==> src/rtl/adder_seq_ctrl.sv <==
// Window sequencer for the 2x2-output accumulator: clears it, fetches the 16
// window pixels over a req/gnt read port and streams them in with their index.
module adder_seq_ctrl #(
   parameter int DATA_WIDTH   = 8,
   parameter int ADDR_W       = 12,
   parameter int P_START_ADDR = 11,
   parameter int P_MAX_OUTST  = 4
) (
   input  logic                  i_clk,
   input  logic                  i_rst,
   input  logic                  i_start,
   input  logic                  i_mode,
   input  logic [ADDR_W-1:0]     i_base_addr,
   output logic                  o_rd_req,
   output logic [ADDR_W-1:0]     o_rd_addr,
   input  logic                  i_rd_gnt,
   input  logic                  i_rd_valid,
   input  logic [DATA_WIDTH-1:0] i_rd_data,
   output logic                  o_clear,
   output logic [DATA_WIDTH-1:0] o_pix_data,
   output logic [4:0]            o_coe_mode_addr,
   output logic                  o_busy,
   output logic                  o_done,
   output logic                  o_err
);

   // state   | meaning
   // S_IDLE  | waiting for i_start
   // S_CLEAR | one-cycle accumulator clear
   // S_FETCH | issuing reads and forwarding responses
   // S_DONE  | one-cycle done pulse, sums are final
   typedef enum logic [1:0] {S_IDLE, S_CLEAR, S_FETCH, S_DONE} state_t;

   localparam logic [3:0] START_IDX = 4'(P_START_ADDR % 16);
   localparam logic [4:0] MAX_OUTST = 5'(P_MAX_OUTST);

   state_t            state, state_nxt;
   logic [4:0]        req_cnt, rsp_cnt, outst;
   logic              mode_q, err_q;
   logic [ADDR_W-1:0] base_q;
   logic [4:0]        coe_q;
   logic [3:0]        req_idx, rsp_idx;
   logic              start_acc, can_req, gnt_acc, rsp_acc, spurious;

   assign outst     = req_cnt - rsp_cnt;
   assign req_idx   = START_IDX + req_cnt[3:0];
   assign rsp_idx   = START_IDX + rsp_cnt[3:0];
   assign start_acc = (state == S_IDLE) && i_start;
   assign can_req   = (state == S_FETCH) && (req_cnt < 5'd16) && (outst < MAX_OUTST);
   assign gnt_acc   = can_req && i_rd_gnt;
   assign rsp_acc   = (state == S_FETCH) && i_rd_valid && (outst != 5'd0);
   // A response with nothing outstanding is a protocol error and is dropped.
   assign spurious  = (state != S_IDLE) && i_rd_valid && (outst == 5'd0);

   always_ff @(posedge i_clk) begin
      if (i_rst) state <= S_IDLE;
      else       state <= state_nxt;
   end

   always_comb begin
      state_nxt = state;
      case (state)
         S_IDLE:  if (i_start) state_nxt = S_CLEAR;
         S_CLEAR: state_nxt = S_FETCH;
         S_FETCH: if (rsp_acc && (rsp_cnt == 5'd15)) state_nxt = S_DONE;
         S_DONE:  state_nxt = S_IDLE;
         default: state_nxt = S_IDLE;
      endcase
   end

   always_comb begin
      o_clear         = (state == S_CLEAR);
      o_busy          = (state != S_IDLE);
      o_done          = (state == S_DONE);
      o_rd_req        = can_req;
      o_rd_addr       = '0;
      o_pix_data      = '0;
      o_coe_mode_addr = coe_q;
      o_err           = err_q;
      if (can_req) o_rd_addr = base_q + ADDR_W'(req_idx);
      if (rsp_acc) begin
         o_pix_data      = i_rd_data;
         o_coe_mode_addr = {mode_q, rsp_idx};
      end
   end

   always_ff @(posedge i_clk) begin
      if (i_rst) begin
         req_cnt <= '0;
         rsp_cnt <= '0;
         mode_q  <= 1'b0;
         base_q  <= '0;
         coe_q   <= '0;
         err_q   <= 1'b0;
      end else begin
         if (start_acc) begin
            mode_q  <= i_mode;
            base_q  <= i_base_addr;
            req_cnt <= '0;
            rsp_cnt <= '0;
            err_q   <= 1'b0;
         end
         if (gnt_acc) req_cnt <= req_cnt + 5'd1;
         // The accumulator holds while no pixel is presented, so keep the last address.
         if (rsp_acc) begin
            rsp_cnt <= rsp_cnt + 5'd1;
            coe_q   <= {mode_q, rsp_idx};
         end
         if (spurious) err_q <= 1'b1;
      end
   end

endmodule

==> config.mk <==
export PLATFORM = sky130hd
export DESIGN_NAME = adder_seq_ctrl
export DESIGN_NICKNAME = d
export VERILOG_FILES = /design/src/rtl/adder_seq_ctrl.sv
export SDC_FILE = /design/constraint.sdc
export NUM_CORES = 1
export LEC_CHECK = 0
export BUFFER_PORTS_ARGS = -buffer_cell sky130_fd_sc_hd__buf_2
export CORE_MARGIN = 1.5
export CORE_UTILIZATION = 40
export DETAILED_ROUTE_END_ITERATION = 12
export GPL_TIMING_DRIVEN = 0
export SLEW_MARGIN = 20
export SYNTH_ARGS = -nofsm -noshare
export SYNTH_HDL_FRONTEND = slang
export SYNTH_SLANG_ARGS = --single-unit
==> constraint.sdc <==
create_clock -name i_clk -period 5.1 [get_ports i_clk]
set_clock_uncertainty 0.05 [all_clocks]
set_input_delay 1.53 -clock i_clk [delete_from_list [all_inputs] [get_ports i_clk]]
set_output_delay 1.53 -clock i_clk [all_outputs]
set_load 0.01 [all_outputs]
==> impl_metrics.yaml, run 1 <==
floorplan:
  dieArea_um2: 5715
  rows: 26
  die_w_um: 75.60
  core-area_um2: 5107
  initial_core_util: 0.4128
  dieHeight_um: 75.60
  ioPinCount: 56
worst_setup_path:
  r2r_setup_slack_ps: 2130
  crit_start: "i_rd_valid"
  endpoint_kind: "output port"
  worstPathRequired_ps: 3520
  crit_arrival_ps: 3120
  critPathMaxFanout: 10
  startpoint_type: "primary input"
  path_cells: "buf_2 -> and2_1 -> clkbuf_1 -> a41oi_1 -> buf_2 -> nand3_1 -> nand2_1 -> buf_2"
  worst-setup-path-type: "in -> out"
  r2r_end: "state[0]"
  path_common_cell: "buf_2"
  timing.rr.start: "req_cnt[0]"
  max_stage_delay_ps: 460
  crit_slowest_cell: "a41oi_1"
  rr_worst_depth: 10
synthesis:
  synth_area_um2: 2108
  async_flop_share: 0
  ys_ff_latch: 31
  syn_nets: 322
  synth_xor_xnor_area_share: 0.04985
  synthMuxAreaShare: 0.004748
  ys_seq_area_frac: 0.2944
  synth_compound_area_frac: 0.1982
  synth_top_family_by_area: "simple AND/OR/NAND/NOR gates"
  avgSynthCellArea_um2: 7.639
  synth-simple-area-share: 0.2659
  ys_warn_count: 0
  synth_flop_cell: "dfxtp_1"
  netlist_instances: 276
  synthAdderAreaFrac: 0.1258
  synth_edf_count: 0
  ys_types: 40
layout:
  final_common_cell: "buf_2"
  mostFrequentLayoutCells: "buf_2, nand2_1, a21oi_1"
  syn_to_final_growth_pct: 21.36
  drive_gt1_frac: 0.2012
  fin_nets: 384
  n_antenna_cell: 0
  regArea_um2: 620.6
  fillers: 532
  multi_input_area_um2: 1359
placed_design:
  place_ws_ps: 406.1
  hpwlAfterDp_um: 4112
  port_buffers: 55
  gp_congestion: 0.7932
clock_tree:
  clock_latency_ps: 280
  ctsResizeCount: 0
  cts_buffers: 5
  clock_sinks: 31
  htreeDepth: 2
  cts_root_buf: "clkbuf_8"
  postCtsSetupBuffers: 0
  cts_hold_repair.buffers: 0
  clk_pin_slew_worst_paths_ps: 60
  cts_tree: "yes"
  cts_max_path_buffers: 2
grt:
  globalRouteTotalUtil: 0.2043
  grt_pass1_vias: 1944
  grt_max_degree: 11
  grt_pass1_wl_um: 8845
  gr-total-overflow: 0
  antenna_found_initial: 0
routing:
  first_pass_iters: 4
  drc: 0
  via_per_inst: 5.199
  drt_wl_total_um: 5453
  vias: 2121
  detail_route.wl_per_cell_um: 13.37
  ant_nets: 0
  drt_iter0_markers: 100
hold_path:
  hold_path_end: "o_err"
  hold_start: "o_err"
  hp-class: "reg -> reg"
  hold_depth: 2
timing:
  drv_slew: 0
  finalSetupViolCount: 0
  whs_ps: 398.4
  final_hold_viol_count: 0
  fin_crit_sh: 0.9223
  rsz0062_at_grt: "false"
  setup_ws_ps: 396.0
  finalSetupTns_ps: 0
  min_period_ps: 4704
  worst_pin_slew_ps: 581.1
  slew_headroom: 0.6126
  fmax_mhz: 212.6
job:
  maxCapViolations: 0
pwr:
  finalPower_uw: 772.6
  peakVddDrop_mv: 0.1310
  power.leakage_nw: 1.128
  powerDensity_nw_per_um2: 302.0
outcome:
  status: "complete, no violations"
[where the power goes]
group	switching [mW]	internal, mW
Combinational	0.173	0.110
Sequential	0.0257	0.269
Clock	0.0891	0.106
Total	0.288	0.484
[per-layer routing]
layer | vias up | global-route usage | routed length (um)
met2 | 55 | 0.3528 | 2520
met4 | 0 | 0.05159 | 78
met3 | 9 | 0.03571 | 192
met1 | 965 | 0.2644 | 2661
li1 | 1092 | - | -
met5 | - | 0 | 0
[critical path: cells and delay by family]
kind	cells	cell delay, ps
simple gates	3	360
compound gates	1	460
buf+inv	4	770
[through the flow]
| stage | utilization | instances | instance area [um2] |
|---|---|---|---|
| floorplan | - | 276 | 2108 |
| global placement | 0.4838 | 401 | 2471 |
| detailed placement | 0.4838 | 401 | 2471 |
| CTS | 0.5010 | 408 | 2559 |
| global route | 0.5010 | 408 | 2559 |
| finish | 0.5010 | 408 | 2559 |
[how the worst max path moves through the flow]
stage	cells after the start	endpoint	slack [ps]
2_1_floorplan	6	o_coe_mode_addr[0]	880
3_3_place_gp	8	o_coe_mode_addr[4]	390
3_5_place_dp	8	o_coe_mode_addr[4]	410
4_1_cts	8	o_coe_mode_addr[4]	410
5_1_grt	11	o_coe_mode_addr[0]	180
6_report	8	o_coe_mode_addr[4]	400
[registers in the layout, indices dropped and copies added, names as in the netlist]
register  cells
base_q       12
coe_q         5
req_cnt       5
rsp_cnt       5
state         2
mode_q        1
o_err         1
[kinds of logic (layout without fill, tap and decap cells)]
logic type                 count (synthesis)  after routing
AOI/OAI and AO/OA                         67             67
xor gates and xnor gates                  12             12
adders and majority gates                 20             20
buffers and inverters                     32             94
DFF                                       31             31
muxes                                      1              1
and+or+nand+nor                          113            113
[cell type report]
class / instances / share of cell area
Inverter: 20 / 0.02934
Clock buffer: 6 / 0.03227
Timing Repair Buffer: 55 / 0.1076
Buffer: 12 / 0.02103
Clock inverter: 1 / 0.001956
Multi-Input combinational cell: 213 / 0.5311
Tap cell: 70 / 0.03423
Sequential cell: 31 / 0.2425
[synth_stat cells, types with 2 or more instances]
master	instances	area share
inv_1	20	0.036
or3_1	4	0.012
o21ai_0	6	0.014
fa_1	2	0.019
and3_1	2	0.0059
nand3_1	19	0.045
dfxtp_1	31	0.29
xor2_1	4	0.017
o221ai_1	2	0.0083
a21o_1	5	0.018
and2_1	12	0.036
o211ai_1	7	0.025
xnor2_1	8	0.033
or4_1	3	0.011
nor3_1	2	0.0047
or2_2	2	0.0059
nor2_1	12	0.021
a211o_1	2	0.0083
a21oi_1	34	0.081
clkbuf_1	10	0.018
ha_1	18	0.11
nand2_1	43	0.077
nor2b_1	2	0.0059
nand4_1	7	0.021
o31ai_1	4	0.014
(Power assumes the default switching activity.)
==> run 2: changes to the inputs <==
==> constraint.sdc (replaced) <==
create_clock -name i_clk -period 4.93 [get_ports i_clk]
set_clock_uncertainty 0.05 [all_clocks]
set_input_delay 1.479 -clock i_clk [delete_from_list [all_inputs] [get_ports i_clk]]
set_output_delay 1.479 -clock i_clk [all_outputs]
set_load 0.1 [all_outputs]
==> run 2 against run 1 <==
Effect of this change:
- total power up 40%
- first-iteration DRC count down 26%
- via count down 0.14%
- routed wire length down 1.4%
==> impl_metrics.yaml, run 2 (synthesis results as in run 1) <==
pwr:
  switching_share: 0.4776
  powerDensity_nw_per_um2: 408.1
  p_switching_uw: 516.8
  finalPower_mw: 1.082
  peakVddDrop_mv: 0.2407
  p_clk_frac: 0.250
  combPwrFrac: 0.470
  seq_power_share: 0.280
  power.leakage_nw: 1.136
  p_int_uw: 565.3
hold_path:
  hold_depth: 2
  hp-class: "reg -> reg"
  hold_path_end: "o_err"
  hold_start: "o_err"
routing:
  ant_nets: 0
  first_pass_iters: 4
  vias: 2118
  drt_wl_total_um: 5378
  detail_route.wl_per_cell_um: 13.15
  drt_iter0_markers: 74
  drc: 0
  via_per_inst: 5.178
clock_tree:
  cts_root_buf: "clkbuf_8"
  cts_max_path_buffers: 2
  clk_pin_slew_worst_paths_ps: 70
  postCtsSetupBuffers: 0
  htreeDepth: 2
  clock_sinks: 31
  clock_latency_ps: 290
  cts_tree: "yes"
  cts_buffers: 5
layout:
  fillers: 513
  instances_no_fill: 409
  regMostFlops: "base_q"
  n_antenna_cell: 0
  mostFrequentLayoutCells: "nand2_1, buf_2, a21oi_1"
  multi_input_area_um2: 1383
  final_common_cell: "nand2_1"
  syn_to_final_growth_pct: 25.76
  regArea_um2: 620.6
  largest_reg_flops: 12
  drive_gt1_frac: 0.2330
  fin_nets: 384
floorplan:
  die_w_um: 75.60
  rows: 26
  core-area_um2: 5107
  initial_core_util: 0.4128
  dieHeight_um: 75.60
  ioPinCount: 56
  dieArea_um2: 5715
timing:
  final_hold_viol_count: 0
  worst_pin_slew_ps: 516.2
  drv_slew: 0
  rsz0062_at_grt: "false"
  finalSetupViolCount: 0
  slew_headroom: 0.6558
  min_period_ps: 4813
  fin_crit_sh: 0.9763
  fmax_mhz: 207.8
  setup_ws_ps: 116.7
  finalSetupTns_ps: 0
placed_design:
  hpwlAfterDp_um: 4138
  place_ws_ps: 32.56
  port_buffers: 55
  gp_congestion: 0.8442
  dpl.cell_count: 401
worst_setup_path:
  rr_worst_depth: 10
  critPathMaxFanout: 10
  worst-setup-path-type: "in -> out"
  timing.rr.start: "req_cnt[0]"
  r2r_setup_slack_ps: 2120
  startpoint_type: "primary input"
  crit_arrival_ps: 3280
  worstPathRequired_ps: 3400
  r2r_end: "rsp_cnt[0]"
  endpoint_kind: "output port"
grt:
  gr-total-overflow: 0
  grt_max_degree: 11
  antenna_found_initial: 0
  grt_pass1_wl_um: 8528
  globalRouteTotalUtil: 0.1978
  grt_pass1_vias: 1850
outcome:
  status: "complete, no violations"
job:
  maxCapViolations: 0
[run 2: worst max-delay path by stage]
stage	start	endpoint	slack, ps	cells past startpoint
2_1_floorplan	req_cnt[0]	o_rd_addr[11]	-200	9
3_3_place_gp	i_rd_valid	o_coe_mode_addr[4]	10	8
3_5_place_dp	i_rd_valid	o_coe_mode_addr[4]	30	8
4_1_cts	i_rd_valid	o_coe_mode_addr[4]	30	8
5_1_grt	i_rd_valid	o_coe_mode_addr[3]	2	8
6_report	i_rd_valid	o_coe_mode_addr[0]	120	8
[run 2: routing by layer]
metal	global-route usage	vias up	part of all wire
met5	0	-	0
met4	0.05357	0	0.012
met3	0.03704	6	0.035
met2	0.3294	46	0.45
met1	0.2627	974	0.50
li1	-	1092	-
[run 2: what timing repair did]
item / CTS / global route
setup endpoints to repair: 0 / 15
resized for setup: 0 / 20
hold buffers: 0 / 0
hold endpoints to repair: 0 / 0
[run 2: stage by stage]
step | util | cell area [um2] | hold WS (ps)
4_1_cts | 0.5115 | 2613 | 406.6
3_5_place_dp | 0.4885 | 2495 | 396.4
6_report | 0.5191 | 2651 | 402.9
3_3_place_gp | 0.4885 | 2495 | 388.0
5_1_grt | 0.5191 | 2651 | 433.5
2_1_floorplan | - | 2132 | 386.8
[run 2: power by group through the flow]
| stage | clock network (mW) | logic (mW) | registers, mW |
|---|---|---|---|
| 6_report | 0.271 | 0.509 | 0.303 |
| 5_1_grt | 0.283 | 0.553 | 0.308 |
| 4_1_cts | 0.274 | 0.505 | 0.303 |
| 3_5_place_dp | 0 | 0.503 | 0.309 |
| 3_3_place_gp | 0 | 0.499 | 0.308 |
| 2_1_floorplan | 0 | 0.402 | 0.317 |
[run 2: worst max-delay path, cell delays in order]
cell	delay [ps]
buf_2	110
and2_1	150
clkbuf_1	230
a41oi_1	460
buf_2	300
nand3_1	120
nand2_1	100
clkbuf_4	330
[run 2: area by class of cell]
type / count / area share
well taps: 70 / 0.03303
plain buffers: 12 / 0.02076
flip-flops and latches: 31 / 0.2341
clock inverters: 2 / 0.01321
multi-input cells: 213 / 0.5215
repair buffers: 55 / 0.1180
clock buffers: 6 / 0.03115
inverters: 20 / 0.02832
